`config.mk`:
```
export PLATFORM = sky130hd
export DESIGN_NAME = quad_loader_flat
export DESIGN_NICKNAME = d
export VERILOG_FILES = /design/src/rtl/quad_loader_pkg.sv /design/src/rtl/quad_loader_if.sv /design/src/rtl/quad_out_reg.sv /design/src/rtl/quad_loader.sv /design/src/flat_wrapper.sv
export SDC_FILE = /design/constraint.sdc
export NUM_CORES = 1
export LEC_CHECK = 0
export ABC_CLOCK_PERIOD_IN_PS = 3370
export CORE_MARGIN = 2
export CORE_UTILIZATION = 35
export CTS_CLUSTER_DIAMETER = 100
export DETAILED_ROUTE_END_ITERATION = 6
export DONT_BUFFER_PORTS = 1
export PLACE_DENSITY_LB_ADDON = 0.12
export SYNTH_ARGS = -nofsm -noshare
export SYNTH_HDL_FRONTEND = slang
export SYNTH_HIERARCHICAL = 1
export SYNTH_SLANG_ARGS = --single-unit
```
`constraint.sdc`:
```
create_clock -name clk -period 3.37 [get_ports clk]
set_clock_uncertainty 0.2 [all_clocks]
set_input_delay 0.674 -clock clk [delete_from_list [all_inputs] [get_ports clk]]
set_output_delay 0.674 -clock clk [all_outputs]
set_load 0.01 [all_outputs]
```
`src/rtl/quad_loader_pkg.sv`:
```
// Shared constants for the quad loader: data width default, group size
// and the fill-count encoding.
package quad_loader_pkg;

  localparam int WIDTH_DEF = 5;
  localparam int SLOTS     = 4;
  localparam int CNT_W     = 3;
  localparam int IDX_W     = 2;

  // Fill count value meaning "all slots occupied".
  localparam logic [CNT_W-1:0] CNT_FULL = CNT_W'(SLOTS);

endpackage

```
`src/rtl/quad_loader_if.sv`:
```
// Serial-in / four-wide-out bus of the quad loader.
// The slave side is the loader itself; the master side is the environment.
interface quad_loader_if
  import quad_loader_pkg::*;
#(
  parameter int WIDTH = WIDTH_DEF
);

  logic [WIDTH-1:0] in_data;
  logic             in_valid;
  logic             in_ready;
  logic             flush;
  logic [WIDTH-1:0] a;
  logic [WIDTH-1:0] b;
  logic [WIDTH-1:0] c;
  logic [WIDTH-1:0] d;
  logic             out_valid;
  logic             out_ready;
  logic             padded;

  modport master (
    output in_data, in_valid, flush, out_ready,
    input  in_ready, a, b, c, d, out_valid, padded
  );

  modport slave (
    input  in_data, in_valid, flush, out_ready,
    output in_ready, a, b, c, d, out_valid, padded
  );

endinterface

```
`src/rtl/quad_out_reg.sv`:
```
// Output holding register for one four-value group. Accepts a new group
// whenever it is empty or being drained on the same edge, and otherwise
// holds its contents stable.
module quad_out_reg
  import quad_loader_pkg::*;
#(
  parameter int WIDTH = WIDTH_DEF
) (
  input  logic             clk,
  input  logic             rst,
  input  logic             load_valid,
  input  logic [WIDTH-1:0] load_data [SLOTS],
  input  logic             load_pad,
  input  logic             out_ready,
  output logic             can_load,
  output logic [WIDTH-1:0] a,
  output logic [WIDTH-1:0] b,
  output logic [WIDTH-1:0] c,
  output logic [WIDTH-1:0] d,
  output logic             out_valid,
  output logic             padded
);

  logic [WIDTH-1:0] hold_reg [SLOTS];
  logic             valid_reg;
  logic             pad_reg;
  logic             load_en;

  // Room exists if nothing is held or the held group leaves this edge.
  assign can_load = !valid_reg || out_ready;
  assign load_en  = load_valid && can_load;

  // Group data: captured on load, otherwise held.
  always_ff @(posedge clk or posedge rst) begin
    if (rst) begin
      for (int i = 0; i < SLOTS; i++) hold_reg[i] <= '0;
    end else if (load_en) begin
      for (int i = 0; i < SLOTS; i++) hold_reg[i] <= load_data[i];
    end
  end

  // Valid / padded flags: set by a load, cleared by a drain without reload.
  always_ff @(posedge clk or posedge rst) begin
    if (rst) begin
      valid_reg <= 1'b0;
      pad_reg   <= 1'b0;
    end else if (load_en) begin
      valid_reg <= 1'b1;
      pad_reg   <= load_pad;
    end else if (out_ready) begin
      valid_reg <= 1'b0;
      pad_reg   <= 1'b0;
    end
  end

  assign a         = hold_reg[0];
  assign b         = hold_reg[1];
  assign c         = hold_reg[2];
  assign d         = hold_reg[3];
  assign out_valid = valid_reg;
  assign padded    = pad_reg;

endmodule

```
`src/rtl/quad_loader.sv`:
```
// Collects a serial stream into groups of four for a downstream min/max
// stage. A partial group can be closed early with flush; empty slots are
// then filled with the last accepted value so min/max is unaffected.
// A completed group that cannot enter the output register waits in the
// fill buffer (count held at 4, which deasserts in_ready).
module quad_loader
  import quad_loader_pkg::*;
#(
  parameter int WIDTH = WIDTH_DEF
) (
  input  logic         clk,
  input  logic         rst,
  quad_loader_if.slave bus
);

  logic [WIDTH-1:0] slot_reg  [SLOTS];
  logic [WIDTH-1:0] slot_next [SLOTS];
  logic [WIDTH-1:0] fill_w    [SLOTS];
  logic [WIDTH-1:0] grp_w     [SLOTS];
  logic [WIDTH-1:0] load_data [SLOTS];
  logic [CNT_W-1:0] cnt_reg;
  logic [CNT_W-1:0] cnt_next;
  logic [CNT_W-1:0] eff_cnt;
  logic [IDX_W-1:0] last_idx;
  logic [WIDTH-1:0] last_val;
  logic             pend_pad_reg;
  logic             pend_pad_next;
  logic             rdy_reg;
  logic             accept;
  logic             pending;
  logic             flush_hit;
  logic             complete;
  logic             grp_pad;
  logic             can_load;
  logic             load_valid;
  logic             load_pad;

  // Acceptance, effective fill (including this cycle's value) and completion.
  always_comb begin
    accept    = bus.in_valid && rdy_reg;
    eff_cnt   = cnt_reg + {{(CNT_W-1){1'b0}}, accept};
    pending   = (cnt_reg == CNT_FULL);
    flush_hit = bus.flush && rdy_reg && (eff_cnt != '0) && (eff_cnt != CNT_FULL);
    complete  = !pending && ((eff_cnt == CNT_FULL) || flush_hit);
    grp_pad   = (eff_cnt != CNT_FULL);
    fill_w    = slot_reg;
    if (accept) fill_w[cnt_reg[IDX_W-1:0]] = bus.in_data;
    last_idx  = IDX_W'(eff_cnt - CNT_W'(1));
    last_val  = fill_w[last_idx];
  end

  // Padded view of the group: slots beyond the fill repeat the last value.
  generate
    for (genvar gi = 0; gi < SLOTS; gi++) begin : g_pad
      assign grp_w[gi] = (CNT_W'(gi) < eff_cnt) ? fill_w[gi] : last_val;
    end
  endgenerate

  // Next fill state and what is offered to the output register.
  always_comb begin
    slot_next     = fill_w;
    cnt_next      = eff_cnt;
    pend_pad_next = pend_pad_reg;
    load_valid    = pending || complete;
    load_pad      = pending ? pend_pad_reg : grp_pad;
    for (int i = 0; i < SLOTS; i++) begin
      load_data[i] = pending ? slot_reg[i] : grp_w[i];
    end
    if (pending) begin
      if (can_load) cnt_next = '0;
    end else if (complete) begin
      if (can_load) begin
        cnt_next = '0;
      end else begin
        slot_next     = grp_w;
        cnt_next      = CNT_FULL;
        pend_pad_next = grp_pad;
      end
    end
  end

  // Fill buffer, count and registered ready.
  always_ff @(posedge clk or posedge rst) begin
    if (rst) begin
      for (int i = 0; i < SLOTS; i++) slot_reg[i] <= '0;
      cnt_reg      <= '0;
      pend_pad_reg <= 1'b0;
      rdy_reg      <= 1'b0;
    end else begin
      for (int i = 0; i < SLOTS; i++) slot_reg[i] <= slot_next[i];
      cnt_reg      <= cnt_next;
      pend_pad_reg <= pend_pad_next;
      rdy_reg      <= (cnt_next != CNT_FULL);
    end
  end

  assign bus.in_ready = rdy_reg;

  quad_out_reg #(.WIDTH(WIDTH)) u_out (
    .clk        (clk),
    .rst        (rst),
    .load_valid (load_valid),
    .load_data  (load_data),
    .load_pad   (load_pad),
    .out_ready  (bus.out_ready),
    .can_load   (can_load),
    .a          (bus.a),
    .b          (bus.b),
    .c          (bus.c),
    .d          (bus.d),
    .out_valid  (bus.out_valid),
    .padded     (bus.padded)
  );

endmodule

```
`src/flat_wrapper.sv`:
```
// flat-port wrapper written by rule: the top's interface ports become plain ports
module quad_loader_flat import quad_loader_pkg::*;
#(
  parameter int WIDTH = WIDTH_DEF
)
  (clk, rst, bus_in_data, bus_in_valid, bus_flush, bus_out_ready, bus_in_ready, bus_a, bus_b, bus_c, bus_d, bus_out_valid, bus_padded);
  quad_loader_if #(.WIDTH(WIDTH)) bus_i ();
  input  logic clk;
  input  logic rst;
  input wire logic [$bits(bus_i.in_data)-1:0] bus_in_data;
  input wire logic [$bits(bus_i.in_valid)-1:0] bus_in_valid;
  input wire logic [$bits(bus_i.flush)-1:0] bus_flush;
  input wire logic [$bits(bus_i.out_ready)-1:0] bus_out_ready;
  output wire logic [$bits(bus_i.in_ready)-1:0] bus_in_ready;
  output wire logic [$bits(bus_i.a)-1:0] bus_a;
  output wire logic [$bits(bus_i.b)-1:0] bus_b;
  output wire logic [$bits(bus_i.c)-1:0] bus_c;
  output wire logic [$bits(bus_i.d)-1:0] bus_d;
  output wire logic [$bits(bus_i.out_valid)-1:0] bus_out_valid;
  output wire logic [$bits(bus_i.padded)-1:0] bus_padded;
  assign bus_i.in_data = bus_in_data;
  assign bus_i.in_valid = bus_in_valid;
  assign bus_i.flush = bus_flush;
  assign bus_i.out_ready = bus_out_ready;
  assign bus_in_ready = bus_i.in_ready;
  assign bus_a = bus_i.a;
  assign bus_b = bus_i.b;
  assign bus_c = bus_i.c;
  assign bus_d = bus_i.d;
  assign bus_out_valid = bus_i.out_valid;
  assign bus_padded = bus_i.padded;
  quad_loader #(.WIDTH(WIDTH)) u_core (.clk(clk), .rst(rst), .bus(bus_i));
endmodule
```
==> results by stage <==
Outcome:
- The flow ran to the end, and the final reports show no timing, DRC or antenna violations.

Global route:
- After global routing the overflow that remains totals 0.
- The number of antenna violations at the first check in global routing is 0.
- The total global-route track usage is 0.173.
- The global-route wire length before repair is 11.5 mm.
- The pin count of the biggest net entering global routing is 26.
- The via count of the first global-routing pass is 1998.

Critical path:
- The critical path class is reg2reg.
- The largest driver fanout on the critical path is 7.
- The worst setup path is launched from a flop.
- STA puts the critical path data arrival time at 2.94 ns.
- Across all register-to-register paths, the minimum setup slack is 0.44 ns.
- The startpoint of the worst register-to-register path is u_core/bus.in_ready.
- The category of the worst setup path capture point is a flop.
- STA puts the critical path data required time at 3.39 ns.
- The worst setup path startpoint is u_core/bus.in_ready.

Die:
- The initial utilization of the core area, before any placement, comes to 0.366.
- From bottom edge to top edge, the die measures 94.4 um.
- The core region is 7810 sq um.
- The initialized floorplan defines 32 standard-cell rows.
- 33 I/O pins were placed.
- The die covers 8910 sq um.
- The die width is 94.4 um.

Power and ir drop:
- The power density normalized to cell area is 1280 nW/um^2.
- The internal portion of the total power is 2270 uW.
- Summed over all cells, the static leakage comes to 0.00148 uW.
- Of the total power, the share spent switching nets is 0.417.
- The maximum vdd drop is 0.000405 V.
- Of the total power, the clock network draws 0.114.
- The switching power total is 1620 uW.
- The register share of total power is 0.293.
- The portion of total power attributed to combinational logic is 0.593.

Placed design:
- Once detailed placement completed, the half-perimeter wirelength came to 4.93 mm.
- Port buffering added 0 buffers.
- After detailed placement, the total cell area comes to 2930 sq um.
- At the placement stage, the worst setup path has a slack of 0.385 ns.
- The final estimated routing congestion in global placement is 0.824.

Job:
- Across the run, the number of max-cap violations was 0.

Yosys:
- Synthesis produced 247 cells.
- The netlist uses 49 different library cells.
- The fraction of registers with async set/reset is 1.00.
- Among all flip-flop cells after synthesis, the most frequent one is dfrtp_1.
- The synthesized flop and latch total is 47.
- For this run, the register share of the synthesized area comes to 0.411.
- In this run, synthesis inferred 0 flip-flops with an integrated enable.
- Summing every instance area after synthesis gives 2860 sq um.
- When the netlist entered floorplanning its net count stood at 259.
- The Yosys step of the flow raised 6 warnings.
- The synthesized area divided by synthesized cell count is 11.6 sq um.

Hold path:
- The type of the tightest min-delay check is in2async.

STA:
- Setup repair after global routing left no endpoint under its margin.
- The final setup violation count is 0.
- The final number of hold-violating endpoints is 0.
- The smallest setup slack after layout is 0.443 ns.
- Summed over all failing endpoints, the final setup total negative slack is 0 ns.
- For this run, the top clock speed supported by timing is 342 MHz.
- Of the available clock period, the critical path in the final layout requires 0.869.
- The number of pins with negative max-slew slack in the final report is 0.
- For the pin with the worst max-slew slack, the measured transition is 0.894 ns.
- The final hold slack is 0.100 ns.
- The worst pin sits at a relative slew slack of 0.403.
- Subtracting the final worst setup slack from the clock period gives 2.93 ns.

Routing:
- The final layout contains routed wiring with a total length of 7.00 mm.
- Dividing the detail-routed via count by the number of cells gives 5.28.
- The pre-antenna-repair detailed-routing pass consisted of 4 iterations.
- The average wire length per cell after detail routing is 20.0 um.
- The detail route stage leaves a number of antenna-violating nets equal to 0.
- The number of DRC markers in iteration 0 is 112.
- The DRC violation count after routing is 0.
- The number of vias in the routed layout is 1849.

Clock network:
- The number of clock buffers added by TritonCTS is 5.
- In this run, post-CTS hold repair placed 0 buffers.
- The post-CTS setup buffer count is 0.
- The cell sitting at the root of the clock tree is a clkbuf_8.
- The number of buffers between clock root and the deepest sink is 2.
- The clock-pin slew of the registers on the worst-case setup and hold paths is 0.10 ns.
- The number of instances resized during post-cts repair is 0.
- The clock tree from TritonCTS is done.
- The H-tree depth is 2.
- The later-pin clock latency in the skew report is 0.31 ns.
- The clock sink count is 47.

Finish:
- The flip-flop count of the largest register, all copies and words added is 20.
- The final layout contains 259 nets.
- The post-route cell area is 3040 sq um.
- In the final layout, the share of cells above drive strength 1 is 0.254.
- The number of filler cells placed in the layout is 785.
- Measured on the finished design, the core utilization comes to 0.390.
- The antenna cell count is 0.
- Relative to the synthesized area, the layout overhead comes to 6.43%.
==> metrics by stage <==
stage,cells,total power (uW)
after floorplan,247,3040
after global placement,342,3450
after detailed placement,342,3460
after CTS,350,3920
after global routing,350,4200
final,350,3890
==> cell families (layout without fill, tap and decap cells) <==
kind of cell | after synthesis | after routing | synth area share
flops | 47 | 47 | 0.411
xor+xnor | 2 | 2 | 0.00875
simple gates | 53 | 53 | 0.117
compound gates | 54 | 54 | 0.118
mux | 67 | 67 | 0.287
fa+ha+maj | 2 | 2 | 0.00875
buf+inv | 22 | 23 | 0.0499
==> cell usage after synthesis, types with 3 or more instances <==
master / n / area share
dfrtp_1: 47 / 0.41
mux2i_1: 32 / 0.11
a21oi_1: 27 / 0.047
mux2_4: 22 / 0.12
mux2_2: 11 / 0.043
nand2_1: 11 / 0.014
nor2_1: 10 / 0.013
o22ai_1: 9 / 0.020
inv_1: 8 / 0.011
a22o_1: 4 / 0.012
buf_2: 4 / 0.0070
clkbuf_1: 4 / 0.0053
nand2b_1: 4 / 0.0088
a211oi_1: 3 / 0.0079
nand3_1: 3 / 0.0053
nor2b_2: 3 / 0.0092
==> worst paths after layout <==
| check | end | depth (start not counted) |
|---|---|---|
| min | u_core/slot_reg[18] | 2 |
| max reg2reg | u_core/slot_reg[7] | 9 |
| max in group asynchronous | u_core/u_out/a[4] | 1 |
| max | u_core/slot_reg[7] | 9 |
| min reg2reg | u_core/pend_pad_reg | 2 |
| min in group clk | u_core/u_out/padded | 2 |
==> power by group through the flow <==
stage                     Clock, uW  Sequential [uW]  Combinational [uW]
final                           443             1140                2310
after global routing            484             1190                2530
after CTS                       457             1150                2320
after detailed placement          0             1160                2300
after global placement            0             1150                2300
after floorplan                   0             1070                1980
==> worst max-delay path, cell delays in order (launching register included) <==
cell      delay [ns]
dfrtp_1         0.54
nand2_1         0.11
inv_1           0.07
ha_1            0.14
ha_1            0.32
xor2_2          0.39
nand2_2         0.12
a21oi_1         0.34
nand2_1         0.25
a221oi_1        0.34
==> routing by layer <==
| layer | track usage | up-vias | routed length, um |
|---|---|---|---|
| met2 | 0.257 | 35 | 3110 |
| met1 | 0.253 | 902 | 3470 |
| met4 | 0.0399 | 0 | 38 |
| li1 | - | 910 | - |
| met3 | 0.0431 | 2 | 376 |
| met5 | 0 | - | 0 |
==> placed cells by master, fill, tap and decap left out, types with 2 or more instances in the layout <==
master,synthesis,layout
and3_1,2,2
o22ai_1,9,9
inv_1,8,8
nand3_1,3,3
clkbuf_8,0,5
nand4b_2,2,2
buf_4,2,7
mux2i_1,32,32
o21a_1,2,2
nor2b_2,3,3
nand2_1,11,11
nand2b_1,4,4
and2_1,2,2
mux2_4,22,22
nor2b_1,2,2
a221oi_1,2,2
nor2_1,10,10
mux4_2,2,2
ha_1,2,2
a22o_1,4,4
nor4bb_1,2,2
mux2_2,11,11
dfrtp_1,47,47
a211oi_1,3,3
a21oi_1,27,27
==> final cells by class <==
type	count	area (sq um)	area share
repair buffers	7	52.6	0.0173
multi-input cells	178	1540	0.506
inverters	8	30.0	0.00987
well taps	102	128	0.0419
flip-flops and latches	47	1180	0.387
clock buffers	5	68.8	0.0226
clock inverters	3	47.5	0.0156
Power figures use the tool's default switching activity.
